<file path="src/rtl/score_reset_char_rom_if.sv">
// Character-lookup and score bus between the display controller and the score text ROM.
interface score_reset_char_rom_if #(
  parameter int SCORE_BITS = 14
) ();
  logic [7:0]            char_yx;
  logic [7:0]            char_line;
  logic [SCORE_BITS-1:0] score;
  logic                  game_over;
  logic                  victory;
  logic [31:0]           char_pixels;
  logic                  bcd_busy;

  modport master (
    output char_yx, char_line, score, game_over, victory,
    input  char_pixels, bcd_busy
  );

  modport slave (
    input  char_yx, char_line, score, game_over, victory,
    output char_pixels, bcd_busy
  );
endinterface

</file>
<file path="src/rtl/score_reset_char_rom.sv">
// End-of-game text renderer: 3-register char-cell to 32x32 glyph pipeline, plus a
// double-dabble converter that latches the score as 4 BCD digits for the "SCORE dddd" line.
module score_reset_char_rom #(
  parameter int SCORE_MAX  = 9999,
  parameter int SCORE_BITS = 14
) (
  input logic                   pclk,
  input logic                   rst,
  score_reset_char_rom_if.slave bus
);

  typedef enum logic [1:0] {IDLE, LOAD, SHIFT, DONE} state_t;

  localparam logic [SCORE_BITS-1:0] SCORE_CAP = SCORE_BITS'(SCORE_MAX);
  localparam int                    CNT_W     = $clog2(SCORE_BITS + 1);
  localparam logic [CNT_W-1:0]      CNT_LAST  = CNT_W'(SCORE_BITS - 1);

  function automatic logic [SCORE_BITS-1:0] sat_score(input logic [SCORE_BITS-1:0] s);
    return (s > SCORE_CAP) ? SCORE_CAP : s;
  endfunction

  function automatic logic [15:0] dabble_adj(input logic [15:0] b);
    logic [15:0] r;
    for (int i = 0; i < 4; i++)
      r[4*i +: 4] = (b[4*i +: 4] >= 4'd5) ? b[4*i +: 4] + 4'd3 : b[4*i +: 4];
    return r;
  endfunction

  // Glyph lines 0..15 packed MSB-first; unlisted codes (including space) are blank.
  function automatic logic [127:0] glyph(input logic [7:0] code);
    case (code)
      8'h30:   return 128'h00007CC6C6CEDEF6E6C6C67C00000000;
      8'h31:   return 128'h00001838781818181818187E00000000;
      8'h32:   return 128'h00007CC6060C183060C0C6FE00000000;
      8'h33:   return 128'h00007CC606063C060606C67C00000000;
      8'h34:   return 128'h00000C1C3C6CCCFE0C0C0C1E00000000;
      8'h35:   return 128'h0000FEC0C0C0FC060606C67C00000000;
      8'h36:   return 128'h00003860C0C0FCC6C6C6C67C00000000;
      8'h37:   return 128'h0000FEC606060C183030303000000000;
      8'h38:   return 128'h00007CC6C6C67CC6C6C6C67C00000000;
      8'h39:   return 128'h00007CC6C6C67E0606060C7800000000;
      8'h41:   return 128'h000010386CC6C6FEC6C6C6C600000000;
      8'h43:   return 128'h00003C66C2C0C0C0C0C2663C00000000;
      8'h45:   return 128'h0000FE6662687868606266FE00000000;
      8'h47:   return 128'h00003C66C2C0C0DEC6C6663A00000000;
      8'h49:   return 128'h00003C18181818181818183C00000000;
      8'h4D:   return 128'h0000C6EEFEFED6C6C6C6C6C600000000;
      8'h4E:   return 128'h0000C6E6F6FEDECEC6C6C6C600000000;
      8'h4F:   return 128'h00007CC6C6C6C6C6C6C6C67C00000000;
      8'h52:   return 128'h0000FC6666667C6C666666E600000000;
      8'h53:   return 128'h00007CC6C660380C06C6C67C00000000;
      8'h55:   return 128'h0000C6C6C6C6C6C6C6C6C67C00000000;
      8'h56:   return 128'h0000C6C6C6C6C6C6C66C381000000000;
      8'h57:   return 128'h0000C6C6C6C6D6D6D6FEEE6C00000000;
      8'h59:   return 128'h0000666666663C181818183C00000000;
      default: return 128'h0;
    endcase
  endfunction

  function automatic logic [7:0] font_line(input logic [7:0] code, input logic [3:0] ln);
    logic [127:0] g;
    int           idx;
    g   = glyph(code);
    idx = 15 - int'(ln);
    return g[idx*8 +: 8];
  endfunction

  function automatic logic [31:0] expand4(input logic [7:0] b);
    logic [31:0] r;
    for (int i = 0; i < 8; i++)
      r[4*i +: 4] = {4{b[i]}};
    return r;
  endfunction

  function automatic logic [7:0] cell_code(input logic [3:0] row, input logic [3:0] col,
                                           input logic go, input logic vic,
                                           input logic [15:0] dig);
    logic [7:0] c;
    c = 8'h20;
    if (go && row == 4'd1) begin
      case (col)
        4'd4:    c = "G";
        4'd5:    c = "A";
        4'd6:    c = "M";
        4'd7:    c = "E";
        4'd9:    c = "O";
        4'd10:   c = "V";
        4'd11:   c = "E";
        4'd12:   c = "R";
        default: c = 8'h20;
      endcase
    end else if (vic && row == 4'd1) begin
      case (col)
        4'd5:    c = "Y";
        4'd6:    c = "O";
        4'd7:    c = "U";
        4'd9:    c = "W";
        4'd10:   c = "I";
        4'd11:   c = "N";
        default: c = 8'h20;
      endcase
    end else if ((go || vic) && row == 4'd3) begin
      case (col)
        4'd3:    c = "S";
        4'd4:    c = "C";
        4'd5:    c = "O";
        4'd6:    c = "R";
        4'd7:    c = "E";
        4'd9:    c = {4'h3, dig[15:12]};
        4'd10:   c = {4'h3, dig[11:8]};
        4'd11:   c = {4'h3, dig[7:4]};
        4'd12:   c = {4'h3, dig[3:0]};
        default: c = 8'h20;
      endcase
    end
    return c;
  endfunction

  state_t                state, state_nx;
  logic                  load_en, shift_en, done_en, busy;
  logic [SCORE_BITS-1:0] score_sat, last_val, bin_sh;
  logic [15:0]           bcd_sh, bcd_adj, digits;
  logic [CNT_W-1:0]      cnt;
  logic                  pending, go_q, vic_q;
  logic                  score_chg, start_edge;

  logic [7:0]            yx_p0, line_p0, code_p1;
  logic [3:0]            fline_p1;
  logic                  blank_p1;
  logic [31:0]           pixels_p2;
  logic                  unused_line_lsb;

  assign score_sat       = sat_score(bus.score);
  assign score_chg       = (score_sat != last_val);
  assign start_edge      = (bus.game_over & ~go_q) | (bus.victory & ~vic_q);
  assign bcd_adj         = dabble_adj(bcd_sh);
  assign unused_line_lsb = line_p0[0];

  always_ff @(posedge pclk or negedge rst) begin
    if (!rst) state <= IDLE;
    else      state <= state_nx;
  end

  always_comb begin
    state_nx = state;
    case (state)
      IDLE:    if (score_chg || start_edge) state_nx = LOAD;
      LOAD:    state_nx = SHIFT;
      SHIFT:   if (cnt == CNT_LAST) state_nx = DONE;
      DONE:    state_nx = (pending || score_chg) ? LOAD : IDLE;
      default: state_nx = IDLE;
    endcase
  end

  always_comb begin
    busy     = (state != IDLE);
    load_en  = (state == LOAD);
    shift_en = (state == SHIFT);
    done_en  = (state == DONE);
  end

  // Digits change only in DONE, so the renderer never sees a half-shifted value.
  always_ff @(posedge pclk or negedge rst) begin
    if (!rst) begin
      go_q     <= 1'b0;
      vic_q    <= 1'b0;
      last_val <= '0;
      bin_sh   <= '0;
      bcd_sh   <= '0;
      cnt      <= '0;
      pending  <= 1'b0;
      digits   <= '0;
    end else begin
      go_q  <= bus.game_over;
      vic_q <= bus.victory;
      if (load_en) begin
        bin_sh   <= score_sat;
        last_val <= score_sat;
        bcd_sh   <= '0;
        cnt      <= '0;
        pending  <= 1'b0;
      end else if (shift_en) begin
        bcd_sh <= {bcd_adj[14:0], bin_sh[SCORE_BITS-1]};
        bin_sh <= {bin_sh[SCORE_BITS-2:0], 1'b0};
        cnt    <= cnt + 1'b1;
        if (score_chg) pending <= 1'b1;
      end else if (done_en) begin
        digits <= bcd_sh;
      end
    end
  end

  always_ff @(posedge pclk or negedge rst) begin
    if (!rst) begin
      yx_p0     <= '0;
      line_p0   <= '0;
      code_p1   <= '0;
      fline_p1  <= '0;
      blank_p1  <= 1'b0;
      pixels_p2 <= '0;
    end else begin
      // p0: sample the cell address
      yx_p0     <= bus.char_yx;
      line_p0   <= bus.char_line;
      // p1: cell -> ASCII code, font line index, out-of-cell blanking
      code_p1   <= cell_code(yx_p0[7:4], yx_p0[3:0], bus.game_over, bus.victory, digits);
      fline_p1  <= line_p0[4:1];
      blank_p1  <= |line_p0[7:5];
      // p2: font ROM read and 4x horizontal expansion
      pixels_p2 <= blank_p1 ? 32'h0 : expand4(font_line(code_p1, fline_p1));
    end
  end

  assign bus.char_pixels = pixels_p2;
  assign bus.bcd_busy    = busy;

endmodule
</file>
<file path="src/flat_wrapper.sv">
// flat-port wrapper written by rule: the top's interface ports become plain ports
module score_reset_char_rom_flat 
#(
  parameter int SCORE_MAX  = 9999,
  parameter int SCORE_BITS = 14
)
  (pclk, rst, bus_char_yx, bus_char_line, bus_score, bus_game_over, bus_victory, bus_char_pixels, bus_bcd_busy);
  score_reset_char_rom_if #(.SCORE_BITS(SCORE_BITS)) bus_i ();
  input logic pclk;
  input logic rst;
  input wire logic [$bits(bus_i.char_yx)-1:0] bus_char_yx;
  input wire logic [$bits(bus_i.char_line)-1:0] bus_char_line;
  input wire logic [$bits(bus_i.score)-1:0] bus_score;
  input wire logic [$bits(bus_i.game_over)-1:0] bus_game_over;
  input wire logic [$bits(bus_i.victory)-1:0] bus_victory;
  output wire logic [$bits(bus_i.char_pixels)-1:0] bus_char_pixels;
  output wire logic [$bits(bus_i.bcd_busy)-1:0] bus_bcd_busy;
  assign bus_i.char_yx = bus_char_yx;
  assign bus_i.char_line = bus_char_line;
  assign bus_i.score = bus_score;
  assign bus_i.game_over = bus_game_over;
  assign bus_i.victory = bus_victory;
  assign bus_char_pixels = bus_i.char_pixels;
  assign bus_bcd_busy = bus_i.bcd_busy;
  score_reset_char_rom #(.SCORE_MAX(SCORE_MAX), .SCORE_BITS(SCORE_BITS)) u_core (.pclk(pclk), .rst(rst), .bus(bus_i));
endmodule
</file>
<file path="config.mk">
export PLATFORM = sky130hd
export DESIGN_NAME = score_reset_char_rom_flat
export DESIGN_NICKNAME = d
export VERILOG_FILES = /design/src/rtl/score_reset_char_rom_if.sv /design/src/rtl/score_reset_char_rom.sv /design/src/flat_wrapper.sv
export SDC_FILE = /design/constraint.sdc
export NUM_CORES = 1
export LEC_CHECK = 0
export CAP_MARGIN = 20
export CORE_MARGIN = 2
export CORE_UTILIZATION = 43
export DETAILED_ROUTE_END_ITERATION = 7
export SYNTH_ARGS = -nofsm -noshare
export SYNTH_HDL_FRONTEND = slang
export SYNTH_SLANG_ARGS = --single-unit
export TNS_END_PERCENT = 50
</file>
<file path="constraint.sdc">
create_clock -name pclk -period 3 [get_ports pclk]
set_input_delay 0.6 -clock pclk [delete_from_list [all_inputs] [get_ports pclk]]
set_output_delay 0.6 -clock pclk [all_outputs]
set_load 0.02 [all_outputs]
</file>
==> results of run 1 <==
==> registers in the layout, summed over array words and instances, names as in the netlist <==
signal and cells:
u_core.blank_p1 1, u_core.line_p0 7, u_core.yx_p0 8, u_core.bus.char_pixels 7, u_core.go_q 1, u_core.digits 16, u_core.vic_q 1, u_core.bin_sh 14
u_core.last_val 14, u_core.state 2, u_core.pending 1, u_core.code_p1 7, u_core.cnt 4, u_core.fline_p1 4, u_core.bcd_sh 16
==> power by group through the flow <==
| stage | Sequential (mW) | Clock [mW] | Combinational (mW) |
|---|---|---|---|
| floorplan | 1.99 | 0 | 1.59 |
| global placement | 2.08 | 0 | 2.02 |
| detailed placement | 2.08 | 0 | 2.06 |
| CTS | 2.06 | 1.27 | 2.06 |
| global route | 2.12 | 1.33 | 2.29 |
| finish | 2.06 | 1.24 | 2.05 |
==> area by class of cell <==
type	count	area (um2)
Tap cell	225	281.5
Timing Repair Buffer	139	1244
Inverter	48	180.2
Fill cell	1653	8323
Clock inverter	5	63.81
Multi-Input combinational cell	662	4314
Clock buffer	11	252.7
Sequential cell	103	2577
==> Yosys cell counts (all sizes together), types with 4 or more instances <==
| cell | n |
|---|---|
| o311ai | 4 |
| o22a | 8 |
| a31o | 4 |
| o31a | 6 |
| mux2 | 19 |
| nand2 | 58 |
| nand3 | 39 |
| o21a | 5 |
| o22ai | 27 |
| ha | 21 |
| o21ai | 67 |
| nor3b | 6 |
| nand3b | 6 |
| a211oi | 8 |
| nor4bb | 4 |
| o31ai | 10 |
| nand2b | 18 |
| a221oi | 4 |
| nor4b | 4 |
| clkbuf | 42 |
| nor2 | 71 |
| a21oi | 60 |
| inv | 47 |
| xor2 | 5 |
| a32oi | 4 |
| xnor2 | 12 |
| nor4 | 8 |
| dfrtp | 103 |
| nand4b | 4 |
| or3 | 4 |
| nand4 | 4 |
| and3 | 4 |
| o41ai | 5 |
| o211ai | 24 |
| nor3 | 25 |
| and4bb | 4 |
| buf | 51 |
| nor2b | 14 |
| a211o | 4 |
| a31oi | 21 |
| o221ai | 6 |
| o32ai | 5 |
==> cells by family after synthesis <==
group | count (synthesis) | synth area share (%)
compound gates | 304 | 27.12
flops | 103 | 34.19
simple gates | 294 | 21.21
xor+xnor | 17 | 1.975
other cells | 1 | 0.04974
buf+inv | 141 | 8.745
fa+ha+maj | 21 | 3.485
mux | 22 | 3.236
==> metrics by stage <==
step | hold slack (ns) | instance area [um2] | total power [mW] | util, % | std cells
finish | 0.2514 | 8914 | 5.347 | 51.71 | 1193
global route | 0.2936 | 8914 | 5.737 | 51.71 | 1193
CTS | 0.2642 | 8914 | 5.392 | 51.71 | 1193
detailed placement | 0.3347 | 8597 | 4.142 | 49.88 | 1177
global placement | 0.3341 | 8597 | 4.102 | 49.88 | 1177
floorplan | 0.3044 | 7551 | 3.576 | - | 906
==> per-layer routing <==
| layer | global-route usage [%] | routed length (um) | part of all wire [%] | vias to the layer above |
|---|---|---|---|---|
| li1 | - | - | - | 3442 |
| met3 | 3.617 | 1333 | 5.5 | 81 |
| met4 | 16.15 | 1461 | 6.0 | 0 |
| met1 | 34.83 | 10050 | 41 | 3585 |
| met5 | 0 | 0 | 0 | - |
| met2 | 43.75 | 11490 | 47 | 312 |
==> worst max-delay path by stage <==
stage / from / end / cells past startpoint
after floorplan: bus_score[5] / u_core.state[1] / 6
after global placement: bus_score[5] / u_core.state[1] / 7
after detailed placement: bus_score[5] / u_core.state[1] / 7
after CTS: u_core.code_p1[3] / u_core.bus.char_pixels[30] / 7
after global routing: u_core.code_p1[2] / u_core.bus.char_pixels[11] / 7
final: u_core.code_p1[2] / u_core.bus.char_pixels[11] / 7
==> critical path: stages (launching register included) <==
cell and delay (ns):
dfrtp_1 0.73, and4bb_2 0.37, nand2_1 0.24, nand4_1 0.18
o41ai_1 0.83, nor3_1 0.08, o21ai_0 0.11, o211ai_1 0.10
==> flow_metrics.env, run 1 <==
export IMPL_vias_per_cell=6.220
export IMPL_dieHeight_um=136.4
export IMPL_cts_hold_buffers_added=0
export IMPL_crit_fanout=14
export IMPL_fp_dieW_um=136.4
export IMPL_dieArea_um2=18610
export IMPL_netlist_instances=903
export IMPL_synth_top_area_cell="dfrtp_1"
export IMPL_yosysWarnings=0
export IMPL_h_tree_depth=3
export IMPL_pin_count=67
export IMPL_fin_nets=1018
export IMPL_drt_first_pass_iters=5
export IMPL_core_area_um2=17240
export IMPL_via_count=7420
export IMPL_synth_edf_count=0
export IMPL_cts_tree="built"
export IMPL_r2r_cells=7
export IMPL_drt_iter0_drc=788
export IMPL_fmax_ghz=0.3594
export IMPL_yosysTopAreaCellShare_pct=34.19
export IMPL_min_period_ns=2.783
export IMPL_ir_drop_v=0.001056
export IMPL_routabilityCongestion=0.9504
export IMPL_switching_share_pct=38.00
export IMPL_total_leakage_power_nw=3.567
export IMPL_yosysUniqueCellTypes=85
export IMPL_first_global_vias=6977
export IMPL_tightest_slew_ns=0.8240
export IMPL_max_slew_margin_pct=44.35
export IMPL_hold_class="in2async"
export IMPL_internal_power_mw=3.315
export IMPL_antenna_left=0
export IMPL_worstPathArrival_ns=3.00
export IMPL_setup_tns_final_ns=0
export IMPL_drive_gt1_share_pct=14.15
export IMPL_initial_utilization_pct=43.74
export IMPL_cts_buffer_depth=2
export IMPL_maxCapViolCount=0
export IMPL_ys_seq_elements=103
export IMPL_grt_max_degree=59
export IMPL_dpl_hpwl_mm=18.35
export IMPL_crit_path_end_kind="flip-flop"
export IMPL_fin_ws_ns=0.2173
export IMPL_r2r_end="u_core.bus.char_pixels[11]"
export IMPL_clk_latency_ns=0.35
export IMPL_numPortBuffers=61
export IMPL_post_cts_buffers=0
export IMPL_ys_flop_type="dfrtp_1"
export IMPL_wl_per_cell_um=20.40
export IMPL_async_reset_ff_share_pct=100.0
export IMPL_final_common_cell="dfrtp_1"
export IMPL_layout_common_cells="103 x dfrtp_1, 75 x buf_4, 69 x nor2_1"
export IMPL_seqPwrFrac_pct=38.6
export IMPL_rsz0062_at_grt="false"
export IMPL_p_switching_mw=2.032
export IMPL_drc=0
export IMPL_finalClockSkew_ns=0.007571
export IMPL_rows=48
export IMPL_p_clk_share_pct=23.1
export IMPL_slew_viol_final=0
export IMPL_clockRootBuffer="clkbuf_16"
export IMPL_status="completed"
export IMPL_r2r_start="u_core.code_p1[2]"
export IMPL_pre_cts_ws_ns=0.1283
export IMPL_yosysSeqAreaShare_pct=34.19
export IMPL_path_clk_slew_ns=0.07
export IMPL_area_growth_pct=18.22
export IMPL_antenna_cells=0
export IMPL_hold_viol=0
export IMPL_wirelength_mm=24.33
export IMPL_synth_area_top_cells="dfrtp_1 34%, o21ai_0 4.2%, a21oi_1 3.9%"
export IMPL_cts_made_buffers=9
export IMPL_required_ns=3.22
export IMPL_cts_sinks=103
export IMPL_syn_area_um2=7540
export IMPL_cts_resized=0
export IMPL_fin_crit_sh_pct=92.76
export IMPL_power_per_cell_area_nw_per_um2=599.8
export IMPL_crit_path_start_kind="flip-flop"
export IMPL_grt_pass1_wl_mm=39.07
export IMPL_syn_area_per_cell_um2=8.350
export IMPL_finalSetupViolations=0
export IMPL_grt_ovfl_total=0
export IMPL_antenna_found_initial=0
export IMPL_critPathKind="reg2reg"
export IMPL_reg2reg_slack_ns=0.22
export IMPL_grt_usage_pct=27.17
export IMPL_combPwrFrac_pct=38.3
Power figures use the tool's default switching activity.
==> run 2: changes to the inputs <==
Settings changed: CORE_ASPECT_RATIO set to 2.
==> run 2 against run 1 <==
Hold slack got worse by 0.060 ns. Utilization is 0.43 points higher. Clock skew rose by 0.0037 ns. Largest cell class unchanged. Final area grew 0.53%. Global-route usage grew 3.4 points. Die area increased by 0.34%. Combinational power rose by 3%. Critical path depth up 1. Fmax increased by 2.3%. Cell count down 0.50%. Routed wire length is 16% higher. Sequential power is essentially flat.
==> flow_metrics.env, run 2 (same netlist as run 1, synthesis figures left out) <==
export IMPL_status="completed"
export IMPL_crit_path_end_kind="flip-flop"
export IMPL_pre_cts_ws_ns=0.1197
export IMPL_fin_nets=1027
export IMPL_maxCapViolCount=0
export IMPL_dieArea_um2=18670
export IMPL_cts_made_buffers=9
export IMPL_dpl_hpwl_mm=21.67
export IMPL_finalSetupViolations=0
export IMPL_postLayoutCellArea_um2=8961
export IMPL_layout_common_cells="103 x dfrtp_1, 86 x buf_4, 69 x nor2_1"
export IMPL_top_regs="u_core.bcd_sh (16), u_core.digits (16)"
export IMPL_power_total_mw=5.542
export IMPL_fin_ws_ns=0.2812
export IMPL_routabilityCongestion=1.021
export IMPL_required_ns=3.30
export IMPL_cts_sinks=103
export IMPL_cts_resized=0
export IMPL_antenna_found_initial=0
export IMPL_ir_drop_v=0.0006558
export IMPL_area_growth_pct=18.85
export IMPL_r2r_end="u_core.bus.char_pixels[7]"
export IMPL_placedCellCount=1171
export IMPL_crit_start="u_core.code_p1[4]"
export IMPL_placed_cell_area_um2=8623
export IMPL_critPathKind="reg2reg"
export IMPL_slew_viol_final=0
export IMPL_slowest_delay_ns=0.56
export IMPL_drt_iter0_drc=309
export IMPL_final_util_pct=52.14
export IMPL_rows=68
export IMPL_vias_per_cell=6.268
export IMPL_tightest_slew_ns=0.8676
export IMPL_path_cells="buf_4 -> nor4bb_1 -> buf_4 -> a32oi_1 -> o22ai_1 -> nor4_1 -> a2111oi_0 -> o31a_1"
export IMPL_setup_tns_final_ns=0
export IMPL_drc=0
export IMPL_hold_worst_slack_ns=0.1916
export IMPL_drive_gt1_share_pct=15.05
export IMPL_rsz0062_at_grt="false"
export IMPL_cp_endpoint="u_core.bus.char_pixels[7]"
export IMPL_crit_path_start_kind="flip-flop"
export IMPL_max_slew_margin_pct=42.16
export IMPL_via_count=7440
export IMPL_first_global_vias=7493
export IMPL_clockRootBuffer="clkbuf_16"
export IMPL_pin_count=67
export IMPL_wl_per_cell_um=23.75
export IMPL_fmax_ghz=0.3678
export IMPL_critPathSlowestCell="a2111oi_0"
export IMPL_finalClockSkew_ns=0.01129
export IMPL_crit_fanout=18
export IMPL_dieHeight_um=191.3
export IMPL_initial_utilization_pct=43.87
export IMPL_grt_pass1_wl_mm=43.24
export IMPL_min_period_ns=2.719
export IMPL_wirelength_mm=28.19
export IMPL_worstPathArrival_ns=3.02
export IMPL_fin_crit_sh_pct=90.63
export IMPL_clk_latency_ns=0.36
export IMPL_grt_max_degree=53
export IMPL_antenna_cells=0
export IMPL_cts_hold_buffers_added=0
export IMPL_drt_first_pass_iters=5
export IMPL_r2r_cells=8
export IMPL_finalNonFillerCells=1187
export IMPL_hold_class="in2async"
export IMPL_crit_path_frequent_cell="buf_4"
export IMPL_fp_dieW_um=97.63
export IMPL_hold_viol=0
export IMPL_power_per_cell_area_nw_per_um2=618.5
export IMPL_final_common_cell="dfrtp_1"
export IMPL_post_cts_buffers=0
export IMPL_cp_top_family="compound AO/OA/AOI/OAI gates"
export IMPL_cts_buffer_depth=2
export IMPL_antenna_left=0
export IMPL_path_buf_inv=2
export IMPL_core_area_um2=17190
export IMPL_r2r_start="u_core.code_p1[4]"
export IMPL_reg2reg_slack_ns=0.28
export IMPL_grt_usage_pct=30.58
export IMPL_numPortBuffers=61
export IMPL_h_tree_depth=3
export IMPL_cts_tree="built"
export IMPL_path_clk_slew_ns=0.08
export IMPL_grt_ovfl_total=0
export IMPL_total_leakage_power_nw=3.615
export IMPL_cp_depth=8
## run 2: cell types whose count changed in the layout (fill, tap and decap cells not counted)
cell / delta
bufinv_16: +1
ha_1: -1
ha_2: +1
buf_12: -2
clkinv_4: -1
buf_4: +11
## run 2: final cells by class
cell class | count | area, um2
fillers | 1667 | 8225
multi-input cells | 662 | 4317
flip-flops and latches | 103 | 2577
repair buffers | 148 | 1286
well taps | 210 | 262.8
clock buffers | 11 | 252.7
inverters | 48 | 180.2
clock inverters | 5 | 85.08
## run 2: per-layer routing
metal  up-vias  routed length [um]  GRT usage, %
met5         -                   0             0
met4         0                2517         24.89
met3       124                1127         4.570
met2       266               15050         56.82
met1      3603                9497         29.18
li1       3447                   -             -
## run 2: worst min-delay path by stage
stage                     cells after the start                         end
after global placement                        0          u_core.fline_p1[1]
final                                         1  u_core.bus.char_pixels[19]
after global routing                          1  u_core.bus.char_pixels[19]
after detailed placement                      0          u_core.fline_p1[2]
after CTS                                     1             u_core.yx_p0[4]
after floorplan                               0            u_core.bcd_sh[0]
## run 2: where the power goes
group,internal [mW],leakage (nW),switching [mW]
logic,0.877,2.16,1.24
registers,1.77,1.29,0.299
clock network,0.784,0.163,0.566
## run 2: worst reg2reg max path, stage by stage, from the launching register on
cell	delay, ns
dfrtp_1	0.55
buf_4	0.29
nor4bb_1	0.37
buf_4	0.24
a32oi_1	0.14
o22ai_1	0.23
nor4_1	0.08
a2111oi_0	0.56
o31a_1	0.21
==> run 3: changes to the inputs <==
Settings changed: CORE_UTILIZATION 43 to 25.
Clock period 3 ns to 2.7 ns, I/O delays scaled along.
==> run 3 against run 2 <==
Sequential power up 11%. Combinational power rose by 10%. Clock skew down 0.0030 ns.
==> flow_metrics.env, run 3 (same netlist as run 1, synthesis figures left out) <==
export IMPL_fmax_ghz=0.3910
export IMPL_antenna_cells=0
export IMPL_finalClockSkew_ns=0.008333
export IMPL_rows=90
export IMPL_hold_viol=0
export IMPL_fin_nets=1053
export IMPL_power_per_cell_area_nw_per_um2=639.0
export IMPL_antenna_found_initial=0
export IMPL_cts_tree="built"
export IMPL_h_tree_depth=3
export IMPL_total_leakage_power_nw=3.722
export IMPL_fin_crit_sh_pct=94.72
export IMPL_crit_fanout=14
export IMPL_r2r_start="u_core.code_p1[1]"
export IMPL_p_switching_mw=2.325
export IMPL_antenna_left=0
export IMPL_maxCapViolCount=0
export IMPL_drive_gt1_share_pct=17.45
export IMPL_ir_drop_v=0.0003369
export IMPL_dpl_hpwl_mm=19.59
export IMPL_postLayoutCellArea_um2=9323
export IMPL_crit_path_end_kind="flip-flop"
export IMPL_combPwrFrac_pct=39.3
export IMPL_finalSetupViolations=0
export IMPL_clk_latency_ns=0.37
export IMPL_tightest_slew_ns=0.7905
export IMPL_grt_usage_pct=16.29
export IMPL_max_slew_margin_pct=47.30
export IMPL_internal_power_mw=3.633
export IMPL_placed_cell_area_um2=9014
export IMPL_worstPathArrival_ns=2.80
export IMPL_drc=0
export IMPL_cts_buffer_depth=2
export IMPL_r2r_end="u_core.bus.char_pixels[11]"
export IMPL_area_growth_pct=23.65
export IMPL_first_global_vias=7259
export IMPL_final_common_cell="buf_4"
export IMPL_initial_utilization_pct=25.17
export IMPL_numPortBuffers=61
export IMPL_cts_sinks=103
export IMPL_drt_first_pass_iters=5
export IMPL_fp_dieW_um=126.8
export IMPL_critPathKind="reg2reg"
export IMPL_path_clk_slew_ns=0.08
export IMPL_status="completed"
export IMPL_hold_class="in2async"
export IMPL_clockRootBuffer="clkbuf_16"
export IMPL_seqPwrFrac_pct=38.5
export IMPL_grt_pass1_wl_mm=40.69
export IMPL_grt_max_degree=67
export IMPL_wirelength_mm=25.83
export IMPL_wl_per_cell_um=18.84
export IMPL_pre_cts_ws_ns=-0.2395
export IMPL_pin_count=67
export IMPL_via_count=7482
export IMPL_drt_iter0_drc=806
export IMPL_fin_ws_ns=0.1425
export IMPL_grt_ovfl_total=0
export IMPL_dieHeight_um=249.6
export IMPL_final_util_pct=31.12
export IMPL_routabilityCongestion=0.9505
export IMPL_cts_made_buffers=9
export IMPL_slew_viol_final=0
export IMPL_p_clk_share_pct=22.2
export IMPL_min_period_ns=2.558
export IMPL_rsz0062_at_grt="false"
export IMPL_required_ns=2.94
export IMPL_top_regs="u_core.bcd_sh (16), u_core.digits (16)"
export IMPL_dieArea_um2=31650
export IMPL_switching_share_pct=39.02
export IMPL_layout_common_cells="112 x buf_4, 101 x dfrtp_1, 69 x nor2_1"
export IMPL_r2r_cells=8
export IMPL_post_cts_buffers=0
export IMPL_core_area_um2=29950
export IMPL_reg2reg_slack_ns=0.14
export IMPL_crit_path_start_kind="flip-flop"
export IMPL_vias_per_cell=5.457
## run 3: worst max-delay path, stage by stage (launching register included)
cell and delay, ns:
dfrtp_1 0.59, buf_4 0.28, nor2_2 0.07, nand3_1 0.34, nand2_1 0.23, o41ai_2 0.58
nor3_1 0.13, o21ai_0 0.10, o211ai_1 0.11
## run 3: worst max-delay path by stage
stage / startpoint / to / slack (ns)
finish: u_core.code_p1[1] / u_core.bus.char_pixels[11] / 0.14
global route: u_core.code_p1[1] / u_core.bus.char_pixels[11] / 0.006
CTS: u_core.code_p1[4] / u_core.bus.char_pixels[11] / 0.11
detailed placement: u_core.code_p1[4] / u_core.bus.char_pixels[11] / -0.24
global placement: u_core.code_p1[4] / u_core.bus.char_pixels[11] / -0.23
floorplan: bus_score[5] / u_core.state[1] / 0.48
## run 3: layer usage
layer	vias up	share of wire [%]	global-route usage [%]
li1	3515	-	-
met1	3603	42	21.45
met2	302	47	25.31
met3	62	5.5	2.337
met4	0	5.0	9.419
met5	-	0	0
## run 3: metrics by stage
stage	hold WS [ns]	total power, mW	TNS [ns]	std cells
3_3_place_gp	0.3376	4.568	-0.2742	1355
6_report	0.03660	5.957	0	1371
3_5_place_dp	0.3363	4.659	-0.4169	1355
5_1_grt	0.03851	6.395	0	1371
4_1_cts	0.02365	6.022	0	1371
2_1_floorplan	0.2444	3.973	0	906
## run 3: repair_timing
| action | 4_1_cts | 5_1_grt |
|---|---|---|
| endpoints found under the setup margin | 1 | 3 |
| gates resized for setup | 2 | 2 |
| pin swaps | 0 | 0 |
| cloned | 0 | 0 |
| hold buffers | 0 | 0 |
## run 3: final cells by class
cell class / instances / area [um2]
Clock inverter: 6 / 61.31
Clock buffer: 10 / 239.0
Fill cell: 3152 / 20630
Multi-Input combinational cell: 662 / 4320
Tap cell: 368 / 460.4
Sequential cell: 103 / 2580
Timing Repair Buffer: 174 / 1481
Inverter: 48 / 180.2
## run 3: power groups by stage
stage	Sequential, mW	Clock [mW]	Combinational (mW)
5_1_grt	2.35	1.43	2.62
3_3_place_gp	2.30	0	2.27
2_1_floorplan	2.21	0	1.76
3_5_place_dp	2.32	0	2.34
4_1_cts	2.29	1.38	2.35
6_report	2.29	1.32	2.34
